**config.mk**
```make
export PLATFORM = sky130hd
export DESIGN_NAME = cache_mem_arbiter
export DESIGN_NICKNAME = d
export VERILOG_FILES = /design/src/rtl/rv32i_types.sv /design/src/rtl/cache_mem_arbiter.sv
export SDC_FILE = /design/constraint.sdc
export NUM_CORES = 1
export LEC_CHECK = 0
export CORE_AREA = 4 4 535 537
export DETAILED_ROUTE_END_ITERATION = 16
export DIE_AREA = 0 0 539 541
export GPL_TIMING_DRIVEN = 0
export PLACE_DENSITY = 0.34
export RECOVER_POWER = 50
export SETUP_SLACK_MARGIN = 0.15
export SYNTH_ARGS = -nofsm -noshare
export SYNTH_HDL_FRONTEND = slang
export SYNTH_SLANG_ARGS = --single-unit
```
**constraint.sdc**
```tcl
create_clock -name clk -period 1.9 [get_ports clk]
set_input_delay 0.19 -clock clk [delete_from_list [all_inputs] [get_ports clk]]
set_output_delay 0.19 -clock clk [all_outputs]
set_load 0.05 [all_outputs]
```
**src/rtl/rv32i_types.sv**
```systemverilog
// rv32i_types
//   Shared types for the memory-side blocks of the core.
//   cache_line_t : one full cache line as moved between the L1 caches and pmem/L2.
//   arb_state_t  : state encoding of the cache/pmem arbiter.
package rv32i_types;

  localparam int CACHE_LINE_W = 256;

  typedef logic [CACHE_LINE_W-1:0] cache_line_t;

  typedef enum logic [1:0] {
    IDLE,
    SERVE_I,
    SERVE_D,
    RELEASE
  } arb_state_t;

endpackage

```
**src/rtl/cache_mem_arbiter.sv**
```systemverilog
// cache_mem_arbiter
//   Shares the single pmem line port between the I-cache (fetch path) and the D-cache.
//   One line transaction is granted at a time. The D side wins contention unless the fairness
//   flag says the I side was passed over last time. Each transaction is followed by a
//   one-cycle RELEASE gap so the requester can drop or change its level request.
//
// Ports
//   clk, rst                    clock (rising edge), asynchronous active-low reset
//   i_read, i_address           I-cache line read request / address (held until i_resp)
//   i_rdata, i_resp             line data and one-cycle completion strobe to the I-cache
//   d_read, d_write, d_address  D-cache fill / write-back request and address (held until d_resp)
//   d_wdata                     write-back line data
//   d_rdata, d_resp             line data and one-cycle completion strobe to the D-cache
//   pmem_read, pmem_write       pmem command, held until pmem_resp
//   pmem_address, pmem_wdata    pmem line address and write data (driven only from latches)
//   pmem_rdata, pmem_resp       pmem read data and completion strobe
module cache_mem_arbiter
  import rv32i_types::*;
#(
  parameter int ADDR_W = 32,
  parameter int LINE_W = 256,
  parameter int FAIR   = 1
) (
  input  logic              clk,
  input  logic              rst,

  input  logic              i_read,
  input  logic [ADDR_W-1:0] i_address,
  output logic [LINE_W-1:0] i_rdata,
  output logic              i_resp,

  input  logic              d_read,
  input  logic              d_write,
  input  logic [ADDR_W-1:0] d_address,
  input  logic [LINE_W-1:0] d_wdata,
  output logic [LINE_W-1:0] d_rdata,
  output logic              d_resp,

  output logic              pmem_read,
  output logic              pmem_write,
  output logic [ADDR_W-1:0] pmem_address,
  output logic [LINE_W-1:0] pmem_wdata,
  input  logic [LINE_W-1:0] pmem_rdata,
  input  logic              pmem_resp
);

  arb_state_t        state;
  arb_state_t        state_next;

  logic [ADDR_W-1:0] addr_q;
  logic [LINE_W-1:0] wdata_q;
  logic              write_q;
  logic              fair_flag;

  logic              d_req;

  // A D request is either a fill or a write-back; both together is treated as a write.
  assign d_req = d_read | d_write;

  // Grant decision from IDLE: 1 selects the I side, 0 the D side.
  // Only meaningful when at least one side is requesting.
  function automatic logic grant_i(input logic i_req, input logic dq, input logic flag);
    return i_req && (!dq || ((FAIR != 0) && flag));
  endfunction

  // State, request latches and fairness flag. The winner's address/data/op are captured on
  // the IDLE->SERVE edge so pmem sees stable values regardless of what the caches do next.
  always_ff @(posedge clk or negedge rst) begin
    if (!rst) begin
      state     <= IDLE;
      addr_q    <= '0;
      wdata_q   <= '0;
      write_q   <= 1'b0;
      fair_flag <= 1'b0;
    end else begin
      state <= state_next;
      if (state == IDLE && state_next == SERVE_D) begin
        addr_q  <= d_address;
        wdata_q <= d_wdata;
        write_q <= d_write;
        if (i_read) begin
          fair_flag <= 1'b1;
        end
      end else if (state == IDLE && state_next == SERVE_I) begin
        addr_q    <= i_address;
        wdata_q   <= '0;
        write_q   <= 1'b0;
        fair_flag <= 1'b0;
      end
    end
  end

  // Next-state and output steering. Outputs are a pure decode of the state and latches, so
  // an asynchronous reset drops the pmem command in the same cycle. The response strobe is
  // the only combinational path from pmem_resp, and it is qualified by the serving state so
  // stray strobes in IDLE/RELEASE are ignored.
  always_comb begin
    state_next   = state;
    pmem_read    = 1'b0;
    pmem_write   = 1'b0;
    pmem_address = '0;
    pmem_wdata   = '0;
    i_resp       = 1'b0;
    d_resp       = 1'b0;
    i_rdata      = pmem_rdata;
    d_rdata      = pmem_rdata;

    case (state)
      IDLE: begin
        if (i_read || d_req) begin
          state_next = grant_i(i_read, d_req, fair_flag) ? SERVE_I : SERVE_D;
        end
      end

      SERVE_I: begin
        pmem_read    = 1'b1;
        pmem_address = addr_q;
        pmem_wdata   = wdata_q;
        if (pmem_resp) begin
          i_resp     = 1'b1;
          state_next = RELEASE;
        end
      end

      SERVE_D: begin
        pmem_read    = !write_q;
        pmem_write   = write_q;
        pmem_address = addr_q;
        pmem_wdata   = wdata_q;
        if (pmem_resp) begin
          d_resp     = 1'b1;
          state_next = RELEASE;
        end
      end

      RELEASE: begin
        state_next = IDLE;
      end

      default: begin
        state_next = IDLE;
      end
    endcase
  end

endmodule

```
==> results.sh <==
export IMPL_synth_warning_count=0
export IMPL_irDropWorstVdd_uv=729
export IMPL_setup_viol=664
export IMPL_setup_tns_final_ns=-254.74
export IMPL_syn_inst=1580
export IMPL_maxSlewHeadroom=-0.0484
export IMPL_hold_class="in -> reg"
export IMPL_cp_max_fo=6
export IMPL_io_pins=1386
export IMPL_power_internal_uw=34400
export IMPL_synth_top_area_share=0.439
export IMPL_fin_crit_ns=2.54
export IMPL_switching_share=0.500
export IMPL_synth_area_leaders="dfrtp_1 44%, buf_4 23%, a22o_1 14%"
export IMPL_viasPerCell=2.54
export IMPL_synth_area_um2=16600
export IMPL_final_core_util=0.131
export IMPL_crit_type="reg -> out"
export IMPL_syn_to_final_growth_pct=123
export IMPL_detailedRoute_firstPassIterationCount=4
export IMPL_nets=3377
export IMPL_p_switching_uw=34500
export IMPL_p_clk_frac=0.119
export IMPL_grt_first_pass_wirelength_mm=211
export IMPL_worstMarginPinSlew_ns=1.57
export IMPL_setup_ws_ns=-0.642
export IMPL_drtIter0Drc=728
export IMPL_place_congestion=0.832
export IMPL_combPwrFrac=0.714
export IMPL_core_um2=282000
export IMPL_power_leakage_uw=0.0156
export IMPL_worstSetupEndpointType="primary output"
export IMPL_ctsHtreeMaxLevel=2
export IMPL_grtUsageTotal=0.111
export IMPL_grt_max_degree=96
export IMPL_max_cap_violations=1
export IMPL_status="finished with violations"
export IMPL_routed_wl_mm=171
export IMPL_design_area_um2=37000
export IMPL_cp_arrival_ns=2.35
export IMPL_dpl_hpwl_mm=153
export IMPL_clkTransAtPathRegs_ns=0.06
export IMPL_grt_pass1_vias=18000
export IMPL_synth_fp_nets=2165
export IMPL_drv_slew=55
export IMPL_yosysMostFrequentCell="buf_4"
export IMPL_cts_tree="built"
export IMPL_ys_seq_elements=292
export IMPL_fin_worst_skew_ns=0.0186
export IMPL_wl_per_cell_um=26.0
export IMPL_worst_setup_path_start_kind="flop"
export IMPL_num_vias=16700
export IMPL_drive_above_1_share=0.462
export IMPL_placed_cell_area_um2=33200
export IMPL_port_buffers=1129
export IMPL_async_reset_ff_frac=1.00
export IMPL_antenna_found_initial=47
export IMPL_cts_buffers=42
export IMPL_initial_utilization=0.0591
export IMPL_die_h_um=541
export IMPL_p_total_uw=68900
export IMPL_hold_violations=0
export IMPL_powerDensity_nw_per_um2=1860
export IMPL_synth_edf_count=0
export IMPL_drtAntennaViolNets=0
export IMPL_fmax_mhz=393
export IMPL_postSynthAreaPerCell_um2=10.5
export IMPL_insertion_delay_ns=0.61
export IMPL_rows=195
export IMPL_ys_seq_area_frac=0.439
export IMPL_drc=0
export IMPL_worstPathRequired_ns=1.71
export IMPL_synth_flop_cell="dfrtp_1"
export IMPL_p_seq_frac=0.167
export IMPL_clkSinkCount=292
export IMPL_violations="max-capacitance violations, max-slew violations, negative setup slack"
export IMPL_die_x_um=539
export IMPL_synth_common_cells="518 x buf_4, 292 x and2_1, 292 x dfrtp_1"
export IMPL_finalCritPeriodShare=1.34
export IMPL_post_synth_num_cell_types=26
export IMPL_yosysTopAreaCell="dfrtp_1"
export IMPL_die_area_um2=292000
export IMPL_cts_root_buf="clkbuf_16"
export IMPL_clockBufferDepth=3
export IMPL_grt_setup_unrepaired="yes"
export IMPL_overflow=0
-- power groups by stage --
| stage | sequential (µW) | clock [µW] | combinational (µW) |
|---|---|---|---|
| 3_5_place_dp | 11600 | 0 | 41600 |
| 5_1_grt | 11800 | 8710 | 52000 |
| 3_3_place_gp | 11700 | 0 | 41800 |
| 2_1_floorplan | 9980 | 0 | 25000 |
| 6_report | 11500 | 8180 | 49200 |
| 4_1_cts | 11600 | 8520 | 47500 |
-- layout by cell type (no fill, tap or decap), drive strengths merged, types with 4 or more instances in the layout --
master	n
clkdlybuf4s50	638
diode	16
clkinv	6
a221o	32
nand2	32
dfrtp	292
dlygate4sd3	199
and2	292
a22o	258
inv	4
buf	898
clkbuf	107
a21oi	35
-- metrics by stage --
step	setup slack (ns)	std cells	hold WS [ns]
6_report	-0.642	6575	0.180
5_1_grt	-0.762	6569	0.131
4_1_cts	-0.778	6539	0.0582
3_5_place_dp	-2.34	6455	0.167
3_3_place_gp	-14.06	6452	0.480
2_1_floorplan	0.0831	1580	-0.106
-- metal layers --
metal | vias to the layer above | track usage | wire [µm] | share of wire
met5 | - | 0 | 145 | 0.00085
met4 | 22 | 0.0217 | 3200 | 0.019
met3 | 132 | 0.0468 | 16300 | 0.096
met2 | 967 | 0.188 | 81500 | 0.48
met1 | 8237 | 0.132 | 69600 | 0.41
li1 | 7340 | - | - | -
-- logic make-up (layout without fill, tap and decap cells) --
kind of cell,Yosys count,count (layout),synth area share
AO/OA/AOI/OAI,331,331,0.169
XOR/XNOR,1,1,0.000527
adder cells (fa/ha/maj),3,3,0.00226
buffers and inverters,621,1857,0.269
flip-flops,292,292,0.439
multiplexers,1,1,0.000602
other,0,16,0
AND/OR/NAND/NOR,331,331,0.119
-- registers in the layout, indices dropped and copies added (netlist names) --
name	count
state	2
fair_flag	1
write_q	1
wdata_q	256
addr_q	32
-- cell type report --
cell class / instances / area (µm²)
fillers: 31900 / 245000
repair buffers: 1168 / 13000
flip-flops and latches: 292 / 7310
multi-input cells: 667 / 5490
plain buffers: 618 / 5080
well taps: 3743 / 4680
clock buffers: 57 / 1230
clock inverters: 11 / 159
diodes: 16 / 40.0
inverters: 3 / 11.3
-- worst max-delay path: stages (launching register included) --
cell and delay [ns]:
dfrtp_2 0.42, inv_2 0.08, ha_4 0.22, buf_12 0.13
clkbuf_16 0.17, clkbuf_16 0.19, clkbuf_16 0.16, and2_4 0.18
buf_12 0.15
-- path summary, 6_finish.rpt --
kind	startpoint	endpoint	slack [ns]	cells after the start
setup / recovery	state[1]	pmem_wdata[229]	-0.64	8
hold / removal	d_wdata[23]	wdata_q[23]	0.18	2
setup reg to reg	state[1]	addr_q[16]	-0.41	7
hold reg to reg	wdata_q[142]	wdata_q[142]	0.50	1
max in group asynchronous	rst	addr_q[1]	-0.42	4
min in group asynchronous	rst	wdata_q[130]	0.53	2
-- what timing repair did --
item | CTS | global route
setup buffers | 11 | 13
hold endpoints to repair | 125 | 0
gates resized for setup | 2178 | 333
gates cloned | 4 | 8
endpoints found under the setup margin | 584 | 584
pin swaps | 4 | 2
hold buffers | 1 | 0
No activity file was read; power rests on OpenSTA's default activity.
